### config.mk
export PLATFORM = sky130hd
export DESIGN_NAME = uart_tx_fifo
export DESIGN_NICKNAME = d
export VERILOG_FILES = /design/src/rtl/uart_pkg.sv /design/src/rtl/uart_fifo_mem.sv /design/src/rtl/uart_tx_fifo.sv
export SDC_FILE = /design/constraint.sdc
export NUM_CORES = 1
export LEC_CHECK = 0
export BUFFER_PORTS_ARGS = -buffer_cell sky130_fd_sc_hd__buf_4
export CAP_MARGIN = 15
export CORE_ASPECT_RATIO = 0.7
export CORE_MARGIN = 5
export CORE_UTILIZATION = 60
export CTS_CLUSTER_SIZE = 25
export DETAILED_ROUTE_END_ITERATION = 8
export PLACE_DENSITY = 0.9
export SETUP_SLACK_MARGIN = 0.1
export SYNTH_ARGS = -nofsm -noshare
export SYNTH_HDL_FRONTEND = slang
export SYNTH_SLANG_ARGS = --single-unit
### constraint.sdc
create_clock -name CLK -period 5.4 [get_ports CLK]
set_clock_uncertainty 0.15 [all_clocks]
set_input_delay 0.27 -clock CLK [delete_from_list [all_inputs] [get_ports CLK]]
set_output_delay 0.27 -clock CLK [all_outputs]
set_load 0.01 [all_outputs]
### src/rtl/uart_pkg.sv
// uart_pkg: shared state type and data width for the UART transmit byte buffer
package uart_pkg;

    localparam int UART_DATA_W = 8;

    typedef enum logic [1:0] {IDLE, LAUNCH, WAIT_BUSY, WAIT_DONE} txf_state_t;

endpackage

### src/rtl/uart_fifo_mem.sv
// uart_fifo_mem: DEPTH x UART_DATA_W register array, one write port, asynchronous read
module uart_fifo_mem
    import uart_pkg::*;
#(
    parameter int DEPTH = 16,
    localparam int PW = $clog2(DEPTH)
) (
    input  logic                   CLK,
    input  logic                   we,
    input  logic [PW-1:0]          wr_ptr,
    input  logic [UART_DATA_W-1:0] wr_data,
    input  logic [PW-1:0]          rd_ptr,
    output logic [UART_DATA_W-1:0] rd_data
);

    logic [UART_DATA_W-1:0] mem [DEPTH];

    // write port; storage is not reset because reads are only consumed when count says valid
    always_ff @(posedge CLK) if (we) mem[wr_ptr] <= wr_data;

    assign rd_data = mem[rd_ptr];

endmodule

### src/rtl/uart_tx_fifo.sv
// uart_tx_fifo: circular byte FIFO feeding a UART transmitter, paced on tx_busy.
// Defining UART_TXF_STATUS_EN adds the level and sticky overflow status outputs.
module uart_tx_fifo
    import uart_pkg::*;
#(
    parameter int DEPTH    = 16,
    parameter int BUSY_TMO = 8
) (
    input  logic                       CLK,
    input  logic                       RST,
    input  logic [UART_DATA_W-1:0]     wr_data,
    input  logic                       wr_valid,
    output logic                       wr_ready,
    output logic [UART_DATA_W-1:0]     din,
    output logic                       wr_en,
    input  logic                       tx_busy,
    output logic                       empty,
    output logic                       full
`ifdef UART_TXF_STATUS_EN
    ,
    output logic [$clog2(DEPTH+1)-1:0] level,
    output logic                       overflow
`endif
);

    localparam int CW = $clog2(DEPTH + 1);
    localparam int PW = $clog2(DEPTH);
    localparam int TW = $clog2(BUSY_TMO + 1);

    txf_state_t             state, state_nxt;
    logic [TW-1:0]          timer, timer_nxt;
    logic [PW-1:0]          rd_ptr, wr_ptr;
    logic [CW-1:0]          count;
    logic [UART_DATA_W-1:0] rd_data;
    logic                   push, pop;

    assign full     = count == CW'(DEPTH);
    assign empty    = count == '0;
    assign wr_ready = ~full;
    assign push     = wr_valid & ~full;
    assign pop      = (state == IDLE) & ~empty & ~tx_busy;
    assign wr_en    = state == LAUNCH;

    uart_fifo_mem #(.DEPTH(DEPTH)) u_mem (
        .CLK     (CLK),
        .we      (push),
        .wr_ptr  (wr_ptr),
        .wr_data (wr_data),
        .rd_ptr  (rd_ptr),
        .rd_data (rd_data)
    );

    // launch sequencing: pop in IDLE, strobe in LAUNCH, then wait for the transmitter (or give up)
    always_comb begin
        state_nxt = state;
        timer_nxt = timer;
        case (state)
            IDLE:      state_nxt = pop ? LAUNCH : IDLE;
            LAUNCH: begin
                state_nxt = WAIT_BUSY;
                timer_nxt = '0;
            end
            WAIT_BUSY: begin
                if (tx_busy) state_nxt = WAIT_DONE;
                else begin
                    timer_nxt = timer + TW'(1);
                    if (timer_nxt == TW'(BUSY_TMO)) state_nxt = IDLE;
                end
            end
            WAIT_DONE: state_nxt = tx_busy ? WAIT_DONE : IDLE;
            default:   state_nxt = IDLE;
        endcase
    end

    // FSM state and busy-timeout timer registers
    always_ff @(posedge CLK) begin
        if (RST) begin
            state <= IDLE;
            timer <= '0;
        end else begin
            state <= state_nxt;
            timer <= timer_nxt;
        end
    end

    // pointers, occupancy and the byte held on din; a pop never frees room for a same-cycle push
    always_ff @(posedge CLK) begin
        if (RST) begin
            wr_ptr <= '0;
            rd_ptr <= '0;
            count  <= '0;
            din    <= '0;
        end else begin
            if (push) wr_ptr <= wr_ptr + PW'(1);
            if (pop) begin
                rd_ptr <= rd_ptr + PW'(1);
                din    <= rd_data;
            end
            count <= count + CW'(push) - CW'(pop);
        end
    end

`ifdef UART_TXF_STATUS_EN
    assign level = count;

    // sticky record of any host offer made while the FIFO was full
    always_ff @(posedge CLK) begin
        if (RST) overflow <= 1'b0;
        else if (wr_valid & full) overflow <= 1'b1;
    end
`endif

endmodule

==> flow_summary.ini <==
[placed_design]
post-dp-hpwl_mm = 7.88
place_ws_ns = 2.14
dpl.cell_count = 501
gp_congestion = 0.737
placed_cell_area_mm2 = 0.00662
io_buffers = 23

[sta]
final-hold-violation-count = 0
max_slew_margin_pct = 18.4
setup_tns_ns = 0
fin_crit_ns = 3.30
max_freq_ghz = 0.303
rsz0062_at_grt = false
tightest_slew_ns = 1.22
holdWs_ns = 0.00453
finalWorstSetupSlack_ns = 2.10
finalMaxSlewViolations = 0
fin_crit_sh_pct = 61.2
setup_viol = 0

[hold_path]
whs_path_depth = 1
min_to = u_mem.mem[0][5]
hold_class = in -> reg
hp-start = wr_data[5]

[synthesis]
ys_seq_area_share_pct = 67.9
synth_cell_types = 45
synthCells = 362
synthesis.area_mm2 = 0.00646
yosys.area.top_type = edfxtp_1
yosys_warnings = 0
netlist_top_cells_area = edfxtp_1 60%, dfxtp_1 8.4%, mux4_1 6.1%, mux4_2 5.9%, mux2i_1 2.6%
synth_area_per_cell_um2 = 17.8
synth_top_area_share_pct = 59.5
ys_seq_elements = 155
synth_nets = 387

[routing]
viasPerCell = 6.30
wire_per_inst_um = 23.6
drc = 0
drt-initial-drc-count = 333
drt_wl_total_mm = 12.6
vias = 3358
first_pass_iters = 5
detail-route-antenna-nets = 0

[global_routing]
grt_pass1_wl_mm = 19.5
antenna_found_initial = 0
grt_util_all_layers_pct = 20.3
grt_max_degree = 36
first_global_vias = 3450
grt.overflow.total = 0

[cts]
cts.sinks = 155
htree_levels = 4
cts_resized = 0
cts.clk_slew.worst_paths_ns = 0.06
cts-root-buf = clkbuf_16
ctsHoldBuffers = 0
clk_latency_ns = 0.42
post-cts-setup-buffer-count = 0
cts_buffer_depth = 2
cts_tree = yes
numCtsBuffers = 17

[finish]
fin_area_mm2 = 0.00726
layout_commonest_cell = edfxtp_1
nNetsFinal = 413
final_cells = 533
fin_util_pct = 69.6
n_antenna_cell = 0
drive_above_1_share_pct = 20.7
final_cell_mix = 128 x edfxtp_1, 28 x buf_4, 26 x nor2_1
syn_to_final_growth_pct = 12.5

[worst_setup_path]
reg2reg_slack_ns = 2.10
critPathMaxFanout = 12
worstPathRequired_ns = 5.60
cp-end-kind = flop
reg2reg_to = count[4]
path_class = reg -> reg
cp.arrival_ns = 3.51
r2r_start = count[3]
r2r_cells = 13
start_kind = flop

[floorplanning]
dieArea_mm2 = 0.0130
rows = 31
core_mm2 = 0.0104
ios = 24
start_util_pct = 61.9
fp.dieW_um = 134
die_h_um = 96.8

[pwr]
combPwrFrac_pct = 17.1
p_clk_share_pct = 39.1
p_total_mw = 3.32
swShare_pct = 25.8
internal_power_mw = 2.47
switchingPower_uw = 858
p_leak_nw = 2.44
power_density_mw_per_mm2 = 458
ir_drop_mv = 0.275
seqPwrFrac_pct = 43.8

[outcome]
outcome = finished, final reports clean

[job]
cap_violations = 0
## registers in the layout (all words and copies together), names as in the netlist
name       cells
state          2
count          5
rd_ptr         4
wr_ptr         4
timer          4
u_mem.mem    128
din            8
## worst max-delay path by stage
stage | startpoint | to | cells after the start | slack (ns)
after floorplan | count[2] | count[4] | 14 | 2.48
after global placement | count[3] | count[4] | 13 | 2.28
after detailed placement | count[2] | count[4] | 13 | 2.14
after CTS | count[2] | count[4] | 13 | 2.11
after global routing | count[3] | count[4] | 13 | 1.90
final | count[3] | count[4] | 13 | 2.10
## cells in the mapped netlist, drive strengths merged
cell     number
and3          2
xnor2         5
clkbuf       10
a311oi        1
mux2i        17
buf          11
and2          1
nor2         26
nand2b        4
ha           12
nand2        11
nor2b         4
dfxtp        27
o311ai        1
nor3          5
o21ai         1
a31o          1
a21o          2
o21a          1
or4b          1
edfxtp      128
o211ai        2
o21bai        1
a31oi         1
or3           2
xor2          5
fa            1
o221ai        8
nand3         6
nand4bb       2
nor4b         1
mux4         32
nand3b        9
a21oi         9
inv          12
## critical path, cell delays in order (launching register included)
cell and delay [ns]:
dfxtp_1 0.32, inv_1 0.08, ha_1 0.15, or4b_4 0.49
nand2_2 0.22, inv_1 0.15, ha_1 0.31, inv_1 0.05
ha_1 0.20, fa_1 0.40, a21oi_1 0.16, nor2_1 0.07
or3_1 0.34, a21oi_1 0.14
## final cells by class
cell class	count	area, um^2
multi-input cells	174	1810
clock inverters	15	221
flip-flops and latches	155	4390
inverters	12	45.0
fillers	638	3170
repair buffers	28	210
well taps	132	165
clock buffers	17	425
## per-layer routing
layer	share of wire, %	wire (um)	global-route usage (%)
met1	44	5500	29.0
met2	46	5810	30.0
met3	8.6	1080	6.59
met4	1.5	188	6.17
met5	0	0	0
## kinds of logic (layout without fill, tap and decap cells)
family,Yosys count,after routing,synth area share (%)
muxes,49,49,14.7
and+or+nand+nor,74,74,6.30
AOI/OAI and AO/OA,28,28,3.06
DFF,155,155,67.9
buffers and inverters,33,72,4.11
adders and majority gates,13,13,2.63
xor gates and xnor gates,10,10,1.36
## power groups by stage
stage / Sequential [mW] / Clock, mW / Combinational (mW)
3_5_place_dp: 1.48 / 0 / 0.562
2_1_floorplan: 1.44 / 0 / 0.458
5_1_grt: 1.47 / 1.36 / 0.623
3_3_place_gp: 1.47 / 0 / 0.537
4_1_cts: 1.46 / 1.31 / 0.567
6_report: 1.46 / 1.30 / 0.568
(Power assumes the default switching activity.)
